--- src/rtl/fir_pkg.sv ---
// Shared definitions for the time-multiplexed FIR engine:
// FSM state encoding, accumulator width and saturation bounds.
package fir_pkg;

  typedef enum logic [1:0] {
    IDLE  = 2'd0,
    MAC   = 2'd1,
    ROUND = 2'd2,
    OUT   = 2'd3
  } fir_state_t;

  // Full-precision accumulator width: product width plus enough guard
  // bits to sum TAPS products without overflow.
  function automatic int acc_width(input int dw, input int cw, input int taps);
    return dw + cw + $clog2(taps);
  endfunction

  // Largest value representable in a dw-bit two's-complement sample.
  function automatic longint sat_max(input int dw);
    return (longint'(1) << (dw - 1)) - 1;
  endfunction

  // Most negative value representable in a dw-bit two's-complement sample.
  function automatic longint sat_min(input int dw);
    return -(longint'(1) << (dw - 1));
  endfunction

endpackage

--- src/rtl/fir_round_sat.sv ---
// Combinational output stage: round-half-up arithmetic shift of the
// accumulator, then reduction to DW bits.
// Build option: define FIR_SAT_EN to clamp to the DW-bit signed range;
// without it the result wraps (low DW bits kept).
module fir_round_sat
  import fir_pkg::*;
#(
  parameter int DW    = 16,
  parameter int ACC_W = 36,
  parameter int SHIFT = 15
) (
  input  logic signed [ACC_W-1:0] acc,
  output logic        [DW-1:0]    r
);

  localparam int RSH = (SHIFT > 0) ? SHIFT - 1 : 0;
  localparam logic signed [ACC_W:0] RND = (SHIFT > 0) ? ((ACC_W + 1)'(1) << RSH) : '0;

  logic signed [ACC_W:0] sum;
  logic signed [ACC_W:0] shifted;

  // Add half an output LSB (one extra bit of headroom) and shift arithmetically.
  always_comb begin
    sum     = {acc[ACC_W-1], acc} + RND;
    shifted = sum >>> SHIFT;
  end

`ifdef FIR_SAT_EN
  localparam logic signed [ACC_W:0] SAT_HI = (ACC_W + 1)'(sat_max(DW));
  localparam logic signed [ACC_W:0] SAT_LO = (ACC_W + 1)'(sat_min(DW));

  // Clamp the shifted value into the representable output range.
  always_comb begin
    if (shifted > SAT_HI) begin
      r = SAT_HI[DW-1:0];
    end else if (shifted < SAT_LO) begin
      r = SAT_LO[DW-1:0];
    end else begin
      r = shifted[DW-1:0];
    end
  end
`else
  // Two's-complement wrap: keep only the low DW bits.
  always_comb begin
    r = shifted[DW-1:0];
  end
`endif

endmodule

--- src/rtl/fir_mac_seq.sv ---
// Time-multiplexed FIR filter: one multiply-accumulate per cycle over TAPS
// coefficients, with an independent delay line per channel.
// Build option FIR_SAT_EN (see fir_round_sat) selects saturating output.
module fir_mac_seq
  import fir_pkg::*;
#(
  parameter  int DW       = 16,
  parameter  int CW       = 16,
  parameter  int TAPS     = 16,
  parameter  int CHANNELS = 1,
  parameter  int SHIFT    = 15,
  localparam int CH_W     = (CHANNELS > 1) ? $clog2(CHANNELS) : 1,
  localparam int KW       = $clog2(TAPS)
) (
  input  logic              clk,
  input  logic              rst,
  input  logic [DW-1:0]     din,
  input  logic [CH_W-1:0]   in_ch,
  input  logic              in_valid,
  output logic              in_ready,
  input  logic [CW-1:0]     cin,
  input  logic [KW-1:0]     caddr,
  input  logic              cload,
  output logic [DW-1:0]     dout,
  output logic [CH_W-1:0]   out_ch,
  output logic              out_valid,
  input  logic              out_ready
);

  localparam int ACC_W = acc_width(DW, CW, TAPS);
  localparam int PW    = DW + CW;

  fir_state_t state, next_state;

  logic signed [DW-1:0]    dline [CHANNELS][TAPS];
  logic        [KW-1:0]    wptr  [CHANNELS];
  logic signed [CW-1:0]    coef  [TAPS];
  logic signed [ACC_W-1:0] acc;
  logic        [KW-1:0]    k;
  logic        [CH_W-1:0]  cur_ch;
  logic        [CH_W-1:0]  sel_ch;
  logic        [KW:0]      diff;
  logic        [KW-1:0]    rd_idx;
  logic signed [PW-1:0]    prod;
  logic        [DW-1:0]    r;

  // Out-of-range channel numbers fold onto channel 0.
  always_comb begin
    sel_ch = (int'(in_ch) < CHANNELS) ? in_ch : '0;
  end

  // Tap address (wptr - k) mod TAPS; exact for non-power-of-two TAPS.
  always_comb begin
    diff = {1'b0, wptr[cur_ch]} - {1'b0, k};
    if (diff[KW]) begin
      rd_idx = KW'(diff + (KW + 1)'(TAPS));
    end else begin
      rd_idx = diff[KW-1:0];
    end
    prod = coef[k] * dline[cur_ch][rd_idx];
  end

  fir_round_sat #(
    .DW    (DW),
    .ACC_W (ACC_W),
    .SHIFT (SHIFT)
  ) u_round (
    .acc (acc),
    .r   (r)
  );

  // State register.
  always_ff @(posedge clk) begin
    if (rst) begin
      state <= IDLE;
    end else begin
      state <= next_state;
    end
  end

  // Next-state decode; in_ready is held low while reset is asserted.
  always_comb begin
    next_state = state;
    in_ready   = 1'b0;
    case (state)
      IDLE: begin
        in_ready = !rst;
        if (in_valid) next_state = MAC;
      end
      MAC: begin
        if (k == KW'(TAPS - 1)) next_state = ROUND;
      end
      ROUND: begin
        next_state = OUT;
      end
      OUT: begin
        if (out_ready) next_state = IDLE;
      end
      default: next_state = IDLE;
    endcase
  end

  // Datapath: coefficient/delay-line writes, MAC loop and output register.
  always_ff @(posedge clk) begin
    if (rst) begin
      for (int c = 0; c < CHANNELS; c++) begin
        wptr[c] <= '0;
        for (int t = 0; t < TAPS; t++) dline[c][t] <= '0;
      end
      for (int t = 0; t < TAPS; t++) coef[t] <= '0;
      acc       <= '0;
      k         <= '0;
      cur_ch    <= '0;
      dout      <= '0;
      out_ch    <= '0;
      out_valid <= 1'b0;
    end else begin
      case (state)
        IDLE: begin
          if (cload && (int'(caddr) < TAPS)) coef[caddr] <= cin;
          if (in_valid) begin
            dline[sel_ch][wptr[sel_ch]] <= din;
            cur_ch <= sel_ch;
            acc    <= '0;
            k      <= '0;
          end
        end
        MAC: begin
          acc <= acc + {{(ACC_W - PW){prod[PW-1]}}, prod};
          k   <= k + 1'b1;
        end
        ROUND: begin
          dout      <= r;
          out_ch    <= cur_ch;
          out_valid <= 1'b1;
          wptr[cur_ch] <= (wptr[cur_ch] == KW'(TAPS - 1)) ? '0 : wptr[cur_ch] + 1'b1;
        end
        OUT: begin
          if (out_ready) out_valid <= 1'b0;
        end
        default: ;
      endcase
    end
  end

endmodule

--- config.mk ---
export PLATFORM = sky130hd
export DESIGN_NAME = fir_mac_seq
export DESIGN_NICKNAME = d
export VERILOG_FILES = /design/src/rtl/fir_pkg.sv /design/src/rtl/fir_round_sat.sv /design/src/rtl/fir_mac_seq.sv
export SDC_FILE = /design/constraint.sdc
export NUM_CORES = 2
export LEC_CHECK = 0
export CAP_MARGIN = 20
export CORE_MARGIN = 5
export CORE_UTILIZATION = 58
export CTS_CLUSTER_DIAMETER = 80
export CTS_CLUSTER_SIZE = 8
export DETAILED_ROUTE_END_ITERATION = 6
export PLACE_DENSITY = 0.74
export SLEW_MARGIN = 40
export SYNTH_ARGS = -nofsm -noshare
export SYNTH_HDL_FRONTEND = slang
export SYNTH_HIERARCHICAL = 1
export SYNTH_SLANG_ARGS = --single-unit
--- constraint.sdc ---
create_clock -name clk -period 9.9 [get_ports clk]
set_clock_uncertainty 0.1 [all_clocks]
set_input_delay 1.98 -clock clk [delete_from_list [all_inputs] [get_ports clk]]
set_output_delay 1.98 -clock clk [all_outputs]
set_load 0.03 [all_outputs]
; Word level (Yosys, flattened, before mapping)
; Memories as Yosys holds them, arrays and structs flattened. A register that Yosys moved wholly into a read port is not among the register bits.
; Index checks and enable logic that the tools add are counted.
[word_totals]
word_cells = 84
out_inout_bits = 19
memories = 3
in_bits = 42
ramBits = 516
regBits = 61
[op_classes]
order_cmp = 4
add_sub_neg = 6
multipliers = 1
n_reduce_logical = 12
bitwise_logic = 2
muxes = 41
eq_ne = 8
[mem_list]
columns = memory, words, width, rd, rd_clocked_by_memory_dff, wr, line_no
row1 = coef, 16, 16, 1, 1, 16, fir_mac_seq.sv:37  ; logic signed [CW-1:0] coef [TAPS];
row2 = dline, 1, 256, 1, 0, 16, fir_mac_seq.sv:35  ; logic signed [DW-1:0] dline [CHANNELS][TAPS];
row3 = wptr, 1, 4, 2, 0, 1, fir_mac_seq.sv:36  ; logic [KW-1:0] wptr [CHANNELS];
[op_table]
columns = operator, count
row1 = 256-bit two-way mux, 3
row2 = 256-bit OR reduction, 1
row3 = 36-bit case mux with 2 select lines, 1
row4 = 16-bit binary-select mux with 4-bit select, 1
row5 = 16-bit demux with 4-bit select, 1
row6 = 16-bit two-way mux, 4
row7 = 36-bit adder, 1
row8 = 36-bit two-way mux, 1
row9 = 16-bit by 16-bit multiplier with 32-bit output, 1
row10 = "31-bit by 16-bit adder with 31-bit output, second input constant", 1
row11 = 4-bit two-way mux, 7
row12 = 1-bit two-way mux, 17
row13 = 16-bit OR reduction, 1
row14 = "4-bit by 1-bit adder with 4-bit output, second input constant", 3
row15 = "5-bit greater-or-equal comparator, second input constant", 2
row16 = 4-bit NOT with 5-bit output, 2
row17 = "4-bit equality test, second input constant", 2
row18 = 2-bit case mux with 4 select lines, 1
row19 = 4-bit case mux with 2 select lines, 1
row20 = 2-bit two-way mux, 3
row21 = "2-bit inequality test, second input constant", 3
row22 = 2-bit AND reduction, 3
row23 = "5-bit by 1-bit less-than comparator with 1-bit output, second input constant", 1
row24 = 4-bit by 4-bit subtractor with 5-bit output, 1
row25 = 10 further kinds, 12

; Longest topological paths before layout
[depth]
depth_word = 10
depth_mapped = 45
depth_no_buf = 43

; By module
; The synthesis kept the hierarchy.
[modules_own_cells]
columns = module, cells_per_inst, seq_area_each_um2, area_each_um2, instances
row1 = fir_mac_seq, 3545, 14353.8, 36628.9, 1
row2 = fir_round_sat, 38, 0.0, 294.0, 1

; Least setup slack after synthesis
; OpenSTA, ideal clock, no wires.
[synth_path]
kind = register to register
from = memory wptr[0][0] in the netlist's numbering
to = register acc[34]
synth_period_minus_slack_ps = 10066
slack_ps = -166
path_buffers = 3
stages_incl_launch_ff = 41
t_required_ps = 9683
arrival_time_ps = 9848
setup_ps = 117
path_cell_list = edfxtp_1 > inv_1 > ha_1 > inv_1 > fa_1 > buf_2 > buf_2 > mux4_2 > mux2_2 > a21oi_1 > clkbuf_1 > nor2b_1 > fa_1 > inv_1 > fa_1 > fa_1 > inv_1 > fa_1 > [... 5 more ...] > o21ai_0 > nand2b_1 > a31o_2 > o21a_1 > a31o_2 > a21oi_1 > xnor2_1 > ha_1 > a21o_1 > a21o_1 > a21oi_1 > nor2_1 > nor4_1 > o41a_4 > nor3_2 > o31a_1 > or3_1 > a32o_1
[synth_rtl]
columns = element, line_no
row1 = from (decl), fir_mac_seq.sv:36
row2 = to (signal assigned), fir_mac_seq.sv:129  ; acc <= acc + {{(ACC_W - PW){prod[PW-1]}}, prod};
row3 = to (decl), fir_mac_seq.sv:38  ; logic signed [ACC_W-1:0] acc;

==> results.py <==
metrics = {
    "detailed_routing": {
        "vias": 26930,
        "wl_met1_um": 35850,
        "wl_met2_um": 47770,
        "viasPerCell": 5.890,
        "routedWlPerCell_um": 20.93,
        "highest_layer": "met4",
        "drt_iter0_markers": 2145,
        "first_pass_iters": 5,
        "totalWireLength_um": 95710,
        "ant_nets": 0,
        "drc": 0,
        "wl_met3_um": 8176,
    },
    "worst_setup_path": {
        "slowest_delay_ns": 0.58,
        "crit_path_start_kind": "flip-flop",
        "worst_path_max_delay_cell": "a21oi_1",
        "cp.buffers_inverters": 6,
        "reg2reg_to": "acc[30]",
        "path_class": "reg2reg",
        "startpoint": "wptr[0][1]",
        "crit_family": "adder cells",
        "rr_startpoint": "wptr[0][1]",
        "crit_required_ns": 10.28,
        "worstPathMaxFanout": 25,
        "cp-end-kind": "flip-flop",
        "crit_end": "acc[30]",
        "cp.depth": 36,
        "reg2reg_slack_ns": 0.11,
        "path_common_cell": "fa_1",
        "cp.arrival_ns": 10.17,
        "reg2reg_depth": 36,
    },
    "cts": {
        "clock-sinks": 574,
        "clkLatencyLatePin_ns": 0.62,
        "cts_tree": "yes",
        "cts_max_level": 3,
        "cts-root-buf": "clkbuf_16",
        "clockBufferDepth": 3,
        "clk_pin_slew_ns": 0.05,
        "numCtsBuffers": 83,
    },
    "die": {
        "fp.dieH_um": 260.4,
        "die_area_sq_um": 67790,
        "row_count": 91,
        "core_sq_um": 61940,
        "die_w_um": 260.4,
        "start_util": 0.5870,
        "pin_count": 61,
    },
    "sta": {
        "worst_slack_ns": 0.1124,
        "slew_headroom": 0.4059,
        "period_minus_slack_ns": 9.788,
        "hold_viol_final": 0,
        "worst_pin_slew_ns": 0.8887,
        "fin_crit_sh": 0.9886,
        "rsz0062_at_grt": "true",
        "whs_ns": 0.3525,
        "maxSlewViolCount": 0,
        "max_freq_ghz": 0.1022,
        "setup_viol": 0,
    },
    "global_route": {
        "grt_max_degree": 123,
        "grt_overflow": 0,
        "grt_pass1_vias": 28330,
        "grt_pass1_wl_um": 151900,
        "antenna_found_initial": 0,
        "track_usage": 0.2844,
    },
    "hold_path": {
        "hp-class": "reg2reg",
    },
    "synthesis": {
        "syn-num-nets": 3944,
        "ys_warn_count": 6,
        "avgSynthCellArea_sq_um": 10.35,
        "netlist_instances": 3512,
        "synth.cell_area_sq_um": 36360,
    },
    "placed_design": {
        "place.gp.congestion": 0.9034,
        "portBuffers": 58,
        "dp_slack_ns": -0.2420,
        "placed_area_sq_um": 39090,
        "dpl.hpwl_um": 65090,
        "dp.cells": 4427,
    },
    "layout": {
        "multiInputGateArea_sq_um": 20640,
        "seq_area_sq_um": 14260,
        "fin_cells": 4572,
        "drive_above_1_share": 0.1762,
        "nets": 4137,
        "final_cell_area_sq_um": 42310,
        "nFillCells": 4536,
        "area_delta_synth_final_pct": 16.36,
    },
    "flow_run": {
        "drv_cap": 0,
    },
    "status": {
        "status": "finished clean",
    },
}
## layout make-up
| cell class | count | share of cell area |
|---|---|---|
| Timing Repair Buffer | 316 | 0.06563 |
| Sequential cell | 574 | 0.3371 |
| Inverter | 323 | 0.02866 |
| Clock buffer | 105 | 0.05205 |
| Antenna cell | 1 | 0.00005915 |
| Clock inverter | 9 | 0.003993 |
| Tap cell | 837 | 0.02475 |
| Multi-Input combinational cell | 2407 | 0.4878 |
## sequential cells by signal (all words and copies together) (netlist names), named ones only
signal and count:
wptr 4, state 2, acc 31, k 4
coef 256, out_valid 1, dline 256, dout 16
## layer usage
metal  vias up  global-route usage
met5         -                   0
met4         0              0.1136
met3       262             0.05640
met2      1226              0.4840
met1     13420              0.3603
li1      12020                   -
## worst min-delay path by stage
stage,from,to,slack [ns],cells past startpoint
CTS,dline[0][53],dline[0][53],0.35,2
floorplan,dline[0][0],dline[0][0],0.33,2
global route,dline[0][120],dline[0][120],0.36,2
detailed placement,dline[0][113],dline[0][113],0.35,2
global placement,dline[0][113],dline[0][113],0.34,2
finish,dline[0][95],dline[0][95],0.35,2
## tightest hold or removal path, delay by kind of cell, from the launching register on
family          cells  cell delay [ns]
compound gates      1             0.05
flops               1             0.30
simple gates        1             0.05
## stage by stage
| step | utilization | TNS [ns] |
|---|---|---|
| CTS | 0.6756 | 0 |
| global placement | 0.6302 | -0.3151 |
| global route | 0.6830 | -1.013 |
| floorplan | - | 0 |
| detailed placement | 0.6312 | -1.003 |
| finish | 0.6830 | 0 |
## placed cells by master (no fill, tap or decap), types with 34 or more instances in the layout
cell type,n
nor2_1,154
mux4_2,137
and2_1,298
nand2_1,597
inv_1,311
clkbuf_16,85
ha_1,114
dfxtp_1,295
fa_1,259
clkdlybuf4s50_1,57
buf_4,229
a21oi_1,284
mux2i_1,37
edfxtp_1,276
xnor2_1,50
nand2b_1,34
nor2b_1,77
## repair_timing
item | 4_1_cts | 5_1_grt
hold buffers | 0 | 0
endpoints found under the setup margin | 7 | 16
gates cloned | 2 | 1
pin swaps | 14 | 72
setup buffers | 9 | 21
resized for setup | 49 | 75
Power is left out: the tool's default activity adds up to more than one toggle a clock period on the data nets, which glitch-free logic cannot reach.
